**config.mk**
```make
export PLATFORM = sky130hd
export DESIGN_NAME = sram_arb
export DESIGN_NICKNAME = d
export VERILOG_FILES = /design/src/rtl/hwpe_pkg.sv /design/src/rtl/sram_arb_rr.sv /design/src/rtl/sram_arb.sv
export SDC_FILE = /design/constraint.sdc
export NUM_CORES = 1
export LEC_CHECK = 0
export CAP_MARGIN = 30
export CORE_AREA = 2 2 181 183
export DETAILED_ROUTE_END_ITERATION = 6
export DIE_AREA = 0 0 183 185
export PLACE_DENSITY = 0.63
export SLEW_MARGIN = 20
export SYNTH_ARGS = -nofsm -noshare
export SYNTH_HDL_FRONTEND = slang
export SYNTH_SLANG_ARGS = --single-unit
```
**constraint.sdc**
```tcl
create_clock -name clk -period 4.55 [get_ports clk]
set_clock_uncertainty 0.15 [all_clocks]
set_input_delay 0.91 -clock clk [delete_from_list [all_inputs] [get_ports clk]]
set_output_delay 0.91 -clock clk [all_outputs]
set_load 0.02 [all_outputs]
```
**src/rtl/hwpe_pkg.sv**
```systemverilog
// Shared HWPE definitions: data width, requester limit, sram command record and helpers.
// The address width normally comes from hwpe_define.vh; a 16-bit fallback keeps standalone builds working.
`ifndef SRAM_ADDR_WIDTH
`define SRAM_ADDR_WIDTH 16
`endif

package hwpe_pkg;

  localparam int DATA_W  = 64;
  localparam int MAX_REQ = 4;
  localparam int OWNER_W = $clog2(MAX_REQ);
  localparam int ADDR_W  = `SRAM_ADDR_WIDTH;

  typedef struct packed {
    logic               wen;
    logic [ADDR_W-1:0]  addr;
    logic [DATA_W-1:0]  wdata;
    logic [OWNER_W-1:0] owner;
  } cmd_t;

  function automatic logic [OWNER_W-1:0] onehot_to_idx(input logic [MAX_REQ-1:0] oh);
    logic [OWNER_W-1:0] idx;
    idx = '0;
    for (int i = 0; i < MAX_REQ; i++) begin
      if (oh[i]) idx = OWNER_W'(i);
    end
    return idx;
  endfunction

endpackage

```
**src/rtl/sram_arb_rr.sv**
```systemverilog
// Grant picker: one-hot grant to the first valid requester at or after ptr_i, wrapping to 0.
// Purely combinational, no backpressure of its own; fixpri_i lets requester 0 pre-empt the rotation.
module sram_arb_rr
  import hwpe_pkg::*;
#(
  parameter int NUM_REQ = 3
) (
  input  logic [NUM_REQ-1:0] valid_i,
  input  logic [OWNER_W-1:0] ptr_i,
  input  logic               fixpri_i,
  output logic [NUM_REQ-1:0] gnt_o
);

  logic [NUM_REQ-1:0] hi_mask;
  logic [NUM_REQ-1:0] hi_valid;
  logic [NUM_REQ-1:0] pick_src;

  always_comb begin
    hi_mask = '0;
    for (int i = 0; i < NUM_REQ; i++) begin
      hi_mask[i] = (i >= int'(ptr_i));
    end
  end

  // Prefer requesters at or above the pointer; fall back to the bottom of the vector on wrap.
  assign hi_valid = valid_i & hi_mask;
  assign pick_src = (|hi_valid) ? hi_valid : valid_i;

  always_comb begin
    gnt_o = pick_src & (~pick_src + NUM_REQ'(1));
    if (fixpri_i && valid_i[0]) begin
      gnt_o = NUM_REQ'(1);
    end
  end

endmodule

```
**src/rtl/sram_arb.sv**
```systemverilog
// N-way arbiter onto one sram port: grant in cycle T, sram access in T+1, read response in T+2.
// No response backpressure; define SRAM_ARB_FIXPRI_EN to make requester 0 strict-priority.
`ifndef SRAM_ADDR_WIDTH
`define SRAM_ADDR_WIDTH 16
`endif

module sram_arb
  import hwpe_pkg::*;
#(
  parameter int NUM_REQ = 3,
  parameter int AW      = `SRAM_ADDR_WIDTH
) (
  input  logic                      clk,
  input  logic                      rst_n,
  input  logic                      arb_en,
  input  logic [NUM_REQ-1:0]        req_valid,
  output logic [NUM_REQ-1:0]        req_ready,
  input  logic [NUM_REQ-1:0]        req_wen,
  input  logic [NUM_REQ*AW-1:0]     req_addr,
  input  logic [NUM_REQ*DATA_W-1:0] req_wdata,
  output logic [NUM_REQ-1:0]        rsp_valid,
  output logic [DATA_W-1:0]         rsp_rdata,
  output logic                      sram_cen,
  output logic                      sram_wen,
  output logic [AW-1:0]             sram_ad,
  output logic [DATA_W-1:0]         sram_wd,
  input  logic [DATA_W-1:0]         sram_rd,
  output logic                      busy
);

`ifdef SRAM_ARB_FIXPRI_EN
  localparam logic FIXPRI = 1'b1;
`else
  localparam logic FIXPRI = 1'b0;
`endif

  logic [OWNER_W-1:0] rr_ptr_q, rr_ptr_d;
  logic               cmd_vld_q, cmd_vld_d;
  cmd_t               cmd_q, cmd_d;
  logic [NUM_REQ-1:0] rsp_vld_q, rsp_vld_d;
  logic [DATA_W-1:0]  rsp_rdata_q, rsp_rdata_d;

  logic [NUM_REQ-1:0] arb_valid;
  logic [NUM_REQ-1:0] gnt;
  logic [OWNER_W-1:0] gnt_idx;
  logic               accept;
  logic               sel_wen;
  logic [AW-1:0]      sel_addr;
  logic [DATA_W-1:0]  sel_wdata;

  // Reset masks the grant so req_ready is low for the whole reset window.
  assign arb_valid = req_valid & {NUM_REQ{arb_en & rst_n}};

  sram_arb_rr #(
    .NUM_REQ (NUM_REQ)
  ) u_rr (
    .valid_i  (arb_valid),
    .ptr_i    (rr_ptr_q),
    .fixpri_i (FIXPRI),
    .gnt_o    (gnt)
  );

  assign req_ready = gnt;
  assign accept    = |gnt;
  assign gnt_idx   = onehot_to_idx(MAX_REQ'(gnt));

  always_comb begin
    sel_wen   = 1'b0;
    sel_addr  = '0;
    sel_wdata = '0;
    for (int i = 0; i < NUM_REQ; i++) begin
      if (gnt[i]) begin
        sel_wen   = req_wen[i];
        sel_addr  = req_addr[i*AW +: AW];
        sel_wdata = req_wdata[i*DATA_W +: DATA_W];
      end
    end
  end

  always_comb begin
    rr_ptr_d  = rr_ptr_q;
    cmd_vld_d = accept;
    cmd_d     = '0;
    if (accept) begin
      cmd_d.wen   = sel_wen;
      cmd_d.addr  = ADDR_W'(sel_addr);
      cmd_d.wdata = sel_wdata;
      cmd_d.owner = gnt_idx;
      // A priority win by requester 0 does not disturb the rotation among the others.
      if (!(FIXPRI && gnt_idx == '0)) begin
        rr_ptr_d = (gnt_idx == OWNER_W'(NUM_REQ - 1)) ? '0 : gnt_idx + OWNER_W'(1);
      end
    end
  end

  always_comb begin
    rsp_vld_d   = '0;
    rsp_rdata_d = rsp_rdata_q;
    if (cmd_vld_q && !cmd_q.wen) begin
      rsp_vld_d   = NUM_REQ'(1) << cmd_q.owner;
      rsp_rdata_d = sram_rd;
    end
  end

  always_ff @(posedge clk or negedge rst_n) begin
    if (!rst_n) begin
      rr_ptr_q    <= '0;
      cmd_vld_q   <= 1'b0;
      cmd_q       <= '0;
      rsp_vld_q   <= '0;
      rsp_rdata_q <= '0;
    end else begin
      rr_ptr_q    <= rr_ptr_d;
      cmd_vld_q   <= cmd_vld_d;
      cmd_q       <= cmd_d;
      rsp_vld_q   <= rsp_vld_d;
      rsp_rdata_q <= rsp_rdata_d;
    end
  end

  // cmd_q is zeroed whenever no command is accepted, so idle cycles drive all-zero sram pins.
  assign sram_cen  = cmd_vld_q;
  assign sram_wen  = cmd_q.wen;
  assign sram_ad   = AW'(cmd_q.addr);
  assign sram_wd   = cmd_q.wdata;

  assign rsp_valid = rsp_vld_q;
  assign rsp_rdata = rsp_rdata_q;
  assign busy      = cmd_vld_q | (|rsp_vld_q);

endmodule
```
-- Word-level counts from Yosys, hierarchy flattened
Cells that the tools add are included.
- bits in registers: 153
- output and inout bits: 153
- equal/unequal tests: 1
- order comparisons: 3
- bitwise gates (word level): 6
- shifts and indexed selects: 1
- multiplexer cells: 15
- $add $sub $neg: 2
- reductions and logical operators: 5
- operator list (operator ; number):
    64-bit two-way mux ; 3
    83-bit two-way mux ; 1
    16-bit two-way mux ; 3
    3-bit AND ; 3
    3-bit OR reduction ; 3
    3-bit two-way mux ; 2
    1-bit by 2-bit greater-or-equal comparator with 1-bit output, first input constant ; 2
    1-bit two-way mux ; 4
    2-bit two-way mux ; 2
    3-bit by 1-bit adder with 3-bit output, second input constant ; 1
    3-bit NOT ; 1
    1-bit by 2-bit left shift with 3-bit output, first input constant ; 1
    2-bit by 1-bit adder with 2-bit output, second input constant ; 1
    2-bit equality test, second input constant ; 1
    2-bit greater-or-equal comparator, first input constant ; 1
    1-bit AND ; 1
    1-bit logical AND ; 1
    1-bit logical NOT ; 1
    1-bit bitwise OR ; 1

-- Longest topological paths before layout
Gate-level depths: netlist (run 1).
- depth in word-level cells: 12
- gate-level depth with buffers: 6

-- Hierarchy
Synthesis (run 1) repeated with hierarchy kept, for this count alone.
- cells, all modules: 704
- area total of the unflattened synthesis: 7850.0 um^2
- by module, submodules not included (module ; cells an instance ; area each (um^2) ; instances):
    sram_arb ; 691 ; 7761.2 ; 1
    sram_arb_rr ; 13 ; 88.8 ; 1

-- Worst setup path before layout (run 1)
No wires, ideal clock.
- path type: input port to output port
- start: input req_valid[2]
- end: output req_ready[1]
- required time: 3490 ps
- arrival: 2041 ps
- path slack: 1449 ps
- cell stages on the path: 6
- path through: o21ba_1 -> buf_2 -> a211o_1 -> buf_6 -> inv_1 -> nor2_1
- cells in the longest elaborated chain, start to end: 7
- ends and longest elaborated chain (item ; RTL line ; text):
    start: declaration ; sram_arb.sv:16 ; input logic [NUM_REQ-1:0] req_valid,
    3-bit AND * ; sram_arb.sv:52 ; assign arb_valid = req_valid & {NUM_REQ{arb_en & rst_n}};
    3-bit AND * ; sram_arb_rr.sv:26 ; assign hi_valid = valid_i & hi_mask;
    3-bit OR reduction * ; sram_arb_rr.sv:27 ; assign pick_src = (|hi_valid) ? hi_valid : valid_i;
    3-bit two-way mux * ; sram_arb_rr.sv:27 ;
    3-bit NOT ; sram_arb_rr.sv:30 ; gnt_o = pick_src & (~pick_src + NUM_REQ'(1));
    3-bit by 1-bit adder with 3-bit output ; sram_arb_rr.sv:30 ;
    3-bit AND * ; sram_arb_rr.sv:30 ;
    end: declaration ; sram_arb.sv:17 ; output logic [NUM_REQ-1:0] req_ready,
Mark *: on every way between the ends. The rest lies on a longest branch, timed or not.

-- Worst setup path after layout (run 1)
- start: input arb_en
- end: output req_ready[2]
- cells in the longest elaborated chain, start to end: 8
- ends and longest elaborated chain (item ; RTL line ; text):
    start: declaration ; sram_arb.sv:15 ; input logic arb_en,
    1-bit AND * ; sram_arb.sv:52 ;
    3-bit AND * ; sram_arb.sv:52 ;
    3-bit AND ; sram_arb_rr.sv:26 ;
    3-bit OR reduction ; sram_arb_rr.sv:27 ;
    3-bit two-way mux * ; sram_arb_rr.sv:27 ;
    3-bit NOT ; sram_arb_rr.sv:30 ;
    3-bit by 1-bit adder with 3-bit output ; sram_arb_rr.sv:30 ;
    3-bit AND * ; sram_arb_rr.sv:30 ;
Marks and branches as above.

==> results of run 1 <==
[cells by family (layout without fill, tap and decap cells)]
kind of cell,after synthesis,after routing,share of synthesized area [%]
simple gates,291,291,16.21
compound gates,247,247,23.75
buf+inv,203,515,13.60
flops,153,153,46.44
other cells,0,3,0
[placed cells by master (no fill, tap or decap), types with 2 or more instances in the layout]
cell type        Yosys  final
a2111oi_0           81     81
a31oi_1             81     81
and4_1               2      2
buf_12               0      3
buf_4               80     13
bufinv_16            0      2
clkbuf_16            0     17
clkdlybuf4s50_1      0    462
clkinv_2             0      2
clkinv_4             0      2
dfrtp_1            153    152
diode_2              0      3
inv_1                2      2
inv_6                0      5
inv_8                0      4
nand2_1            195    195
nand4_1             81     81
nor2_1               2      2
nor3b_1              2      2
o2111ai_1           81     81
[layer usage]
metal  vias up  track usage [%]  wire [µm]
li1       3961                -          -
met1      4216            24.83      14090
met2       502            31.08      15970
met3        69            6.882       3420
met4         2            7.776       1236
met5         -                0         13
[stage by stage]
stage / total power [mW] / area, µm²
5_1_grt: 4.751 / 13080
2_1_floorplan: 2.323 / 8244
4_1_cts: 4.587 / 13080
3_5_place_dp: 3.061 / 12470
6_report: 4.531 / 13080
3_3_place_gp: 3.046 / 12470
[how the worst max path moves through the flow]
stage                        end  slack, ns
floorplan           req_ready[1]       1.45
global placement    req_ready[2]       0.87
detailed placement  req_ready[2]       0.81
CTS                 req_ready[2]       0.81
global route        req_ready[2]       0.70
finish              req_ready[2]       0.81
[registers in the layout, summed over array words and instances, names as in the netlist]
signal and cells:
cmd_q 2, rsp_rdata 64, sram_wen 1, sram_wd 64, rr_ptr_q 2, rsp_valid 3, sram_cen 1, sram_ad 16
[report_power, final]
| part | leakage (nW) | switching [mW] | internal (mW) |
|---|---|---|---|
| sequential | 1.97 | 0.100 | 1.54 |
| clock | 0.301 | 0.670 | 0.833 |
| combinational | 2.78 | 0.739 | 0.650 |
[cell type report]
type | count | share of cell area [%]
Clock inverter | 15 | 1.349
Inverter | 3 | 0.08608
Clock buffer | 17 | 3.252
Antenna cell | 3 | 0.05738
Multi-Input combinational cell | 538 | 25.40
Sequential cell | 153 | 29.28
Timing Repair Buffer | 480 | 36.68
Tap cell | 408 | 3.902
[worst max-delay path, cell delays in order]
cell and delay (ns):
clkdlybuf4s50_1 0.52, and2_4 0.26, nand3_1 0.18, and4_1 0.25
clkdlybuf4s50_1 0.56
==> metrics, run 1 <==
leakage 5.044 nW; Post-CTS Setup Bufs 0; Area Overhead vs Synth 58.69%; DRC viols 0; Clock Path Buffers 2; GP Congestion around 0.85; hpwl dp around 23000 µm; R2R setup slack about 1.9 ns; synth unique cells 28; Final Hold Viols 0; layout cells sized above 1 approximately 5%; multi-input logic area between 3000 and 4000 µm²; global-route wire length before repair a little over 50000 µm; top cell type's share of synthesized area a little under half; Post-Synthesis Cell Area between 8000 and 9000 µm²; RSZ-0062 raised after global routing false; Rows 66; post-route minimum period roughly 3.7 ns; worst setup slack after placement ~0.81 ns; Port Buffer Count 465; VDD IR max about 0.25 mV; Worst Hold Class flip-flop to flip-flop; Data required, critical path between 3 and 4 ns; RR Endpoint sram_wd[41]; Initial Util ~26%; clock transition at the registers of the reported paths around 0.07 ns; final setup TNS 0 ns; Final Cycle Share 82.15%; DRT iter0 DRCs around 640; final std cells w/o fill around 1600; Area contributors post-synth dfrtp_1, nand2_1, a2111oi_0; DR vias slightly below 9000; FF/Latch Area 3830 µm²; drt total wl roughly 35000 µm; post-synth top area cell dfrtp_1; FF+latch count, synth roughly 150; antenna-violating nets left 0; register area share after synthesis between 40% and 50%; Worst slew margin approximately a third; CP Launch Type input pin; TritonRoute pass-1 iters 5; most common cell in the netlist nand2_1; Setup crit end kind primary output; Ys Warns 0; mean post-synth cell area approximately 9.2 µm²; Boundary Pins approximately 470; Synth top cells by count nand2_1, dfrtp_1, clkbuf_1; number of synthesized flops with an enable pin 0; Max Slew Vio Count 0; Synth async-reset ratio 100.0%; Hold-fix buffers, CTS 0; critical path class input pin to primary output; grt ovf 0; overall routing resource usage roughly a fifth; Die H 185 µm; vias in the first global route ~8500; Synth Instances 894; fmax between 200 and 300 MHz; Num CTS Buffers 17; post_cts resized 0; number of nets in the layout 1506; core area ~32000 µm²; die area approximately 34000 µm²; post-placement cell count approximately 1600; Worst-Margin Slew 0.9883 ns; max cap viols 0; status finished clean; setup ws final between 0.8 and 0.9 ns; Top FF cell, synth dfrtp_1; largest net degree at the start of global routing between 150 and 200; RR Startpoint rr_ptr_q[0]; data arrival time of the worst path around 2.7 ns; Max FO, Critical Path 14; hold slack ~0.29 ns; Clock Sink Count about 150; worst setup path startpoint arb_en; syn nets 1207; Die Width 183 µm; worst skew pair latency ~0.43 ns; WL/cell between 20 and 25 µm; H-tree levels 4; Hold Crit Start cmd_q[1]; worst r2r path cells 4; endpoints failing setup 0; DR vias/cell around 5.4; Filler cells ~3100; fin util 40.83%; clock root buffer clkbuf_16; TritonCTS clock tree built; initial antenna violation count 3; Power Density 346.3 nW/µm²; hold depth 1; Hold Crit Endpoint rsp_valid[1]
No activity file was read; power rests on OpenSTA's default activity.
==> inputs of run 2 (changes only) <==
--- a/config.mk
+++ b/config.mk
@@ -9,7 +9,7 @@
 export CORE_AREA = 2 2 181 183
 export DETAILED_ROUTE_END_ITERATION = 6
 export DIE_AREA = 0 0 183 185
-export PLACE_DENSITY = 0.63
+export PLACE_DENSITY = 0.65
 export SLEW_MARGIN = 20
 export SYNTH_ARGS = -nofsm -noshare
 export SYNTH_HDL_FRONTEND = slang
==> constraint.sdc (replaced) <==
create_clock -name clk -period 3.2 [get_ports clk]
set_clock_uncertainty 0.15 [all_clocks]
set_input_delay 0.64 -clock clk [delete_from_list [all_inputs] [get_ports clk]]
set_output_delay 0.64 -clock clk [all_outputs]
set_load 0.02 [all_outputs]
==> run 2 against run 1 <==
Setup slack worse by 0.70 ns. Core utilization rose by 0.40 points. Die area is the same. Cell count increased by 0.80%. Design area rose by 0.98%. Register-to-register slack worse by 0.88 ns. First-iteration DRC count is 18% lower. Global-route usage increased by 0.056 points. Clock power grew 37%. Non-clock buffer count grew 15. Wire length increased by 0.41%. Critical path type unchanged. Largest cell class unchanged.
==> metrics, run 2 (same netlist as run 1, synthesis figures left out) <==
status finished clean; number of nets in the layout 1521 (+1.0%); endpoints failing setup 0 (unchanged); max cap viols 0 (unchanged); Max FO, Critical Path 5 (-9); Power Internal 4.240 mW (+40%); clock transition at the registers of the reported paths 0.07 ns (about the same); antenna-violating nets left 0 (unchanged); Comb power frac 31.6% (+0.9 points); data arrival time of the worst path 2.30 ns (-0.38 ns); Port Buffer Count 465 (unchanged); Max Slew Vio Count 0 (unchanged); Data required, critical path 2.41 ns (-1.08 ns); Num CTS Buffers 17 (unchanged); GP Congestion 0.8681 (+2.3%); layout cells sized above 1 6.061% (+1.2 points); DRT iter0 DRCs 528 (-18%); most frequent cells in the layout clkdlybuf4s50_1, nand2_1, dfrtp_1; TritonCTS clock tree built; grt ovf 0 (unchanged); final setup TNS 0 ns (unchanged); Initial Util 25.73% (unchanged); VDD IR max 0.3284 mV (+33%); CP Launch Type input pin; leakage 5.121 nW (+1.5%); H-tree levels 4 (unchanged); RSZ-0062 raised after global routing false; vias in the first global route 8615 (+0.97%); Worst slew margin 27.19% (-6.9 points); Area Overhead vs Synth 60.24%; critical path class input pin to primary output; final std cells w/o fill 1630 (+0.80%); Flop pwr share 36.1% (about the same); worst setup slack after placement 0.02320 ns (-0.7853 ns); Die Width 183 µm (unchanged); fmax 323.5 MHz; clock root buffer clkbuf_16; hpwl dp 23790 µm (+1.3%); die area 33860 µm² (unchanged); worst skew pair latency 0.42 ns (about the same); Worst-Margin Slew 1.092 ns (+0.1039 ns); Clock Sink Count 153 (unchanged); core area 32040 µm² (unchanged); setup ws final 0.1086 ns (-0.7033 ns); drt total wl 34870 µm (+0.41%); DR vias 8864 (+1.3%); overall routing resource usage 19.80% (+0.056 points); Clk pwr share 32.3% (-0.9 points); TritonRoute pass-1 iters 5 (unchanged); Sw Share 33.61% (+0.31 points); Final Cycle Share a little over nine tenths; Worst Hold Class input pin to async pin; Boundary Pins 466 (unchanged); Clock Path Buffers 2 (unchanged); WL/cell 21.39 µm (-0.39%); initial antenna violation count 1 (-2); Power Density 483.5 nW/µm² (+40%); most common cell after layout, fill and taps aside clkdlybuf4s50_1; Setup crit end kind primary output; DR vias/cell 5.438 (+0.49%); post-placement cell count 1596 (+0.88%); P_sw 2.147 mW (+42%); Die H 185 µm (unchanged); Post-CTS Setup Bufs 0 (unchanged); post-route minimum period roughly 3.1 ns; largest net degree at the start of global routing 163 (+5.8%); Final Hold Viols 0 (unchanged); DRC viols 0 (unchanged); global-route wire length before repair 51610 µm (+0.34%); Rows 66 (unchanged)
run 2: cell count changes in the layout (fill, tap and decap cells not counted), moves of 2 or more:
| cell | change |
|---|---|
| buf_4 | +16 |
| clkdlybuf4s50_1 | -2 |
| clkinv_2 | -2 |
| clkinvlp_4 | +3 |
| diode_2 | -2 |
run 2: routing by layer:
layer	wire length, µm	global-route usage (%)	part of all wire [%]
met1	14290	24.65	41
met2	16630	32.58	48
met3	2993	5.899	8.6
met4	966	7.104	2.8
met5	0	0	0
run 2: worst max-delay path, stage by stage:
cell and delay [ns]:
clkdlybuf4s50_1 0.55, nand3_4 0.09, a211o_4 0.34, inv_1 0.08, nor2_1 0.06, clkdlybuf4s50_1 0.54
run 2: cell type report:
| cell class | count | area [µm²] |
|---|---|---|
| tap | 408 | 510.5 |
| timing repair buffer | 495 | 4933 |
| antenna | 1 | 2.502 |
| inverter | 3 | 11.26 |
| clock buffer | 18 | 429.2 |
| clock inverter | 14 | 155.1 |
| multi-input combinational | 538 | 3338 |
| sequential | 153 | 3830 |
| fill | 3176 | 18830 |
run 2: final timing paths:
check,startpoint,endpoint,slack [ns],cells past startpoint
setup / recovery,arb_en,req_ready[1],0.11,6
hold / removal,rst_n,sram_wd[33],0.11,2
setup reg to reg,rr_ptr_q[1],sram_wd[41],1.01,5
hold reg to reg,cmd_q[1],rsp_valid[1],0.31,1
max in group asynchronous,rst_n,sram_ad[13],1.52,4
min in group clk,cmd_q[1],rsp_valid[1],0.31,1
run 2: what timing repair did:
item,CTS,global route
hold buffers,0,0
resized for setup,0,1
endpoints found under the setup margin,0,1
run 2: power groups by stage:
stage	Clock, mW	Combinational, mW	Sequential, mW
floorplan	0	0.774	2.53
global placement	0	2.01	2.33
detailed placement	0	2.02	2.35
CTS	2.13	2.03	2.31
global route	2.23	2.16	2.34
finish	2.06	2.02	2.31
run 2: stage by stage:
stage          hold WS (ns)  total power, mW  utilization (%)  instance area [µm²]
2_1_floorplan        0.1944            3.303                -                 8244
3_3_place_gp         0.2919            4.342            39.24                12570
3_5_place_dp         0.2948            4.364            39.33                12600
4_1_cts              0.1043            6.464            41.15                13190
5_1_grt              0.1286            6.724            41.23                13210
6_report             0.1145            6.387            41.23                13210
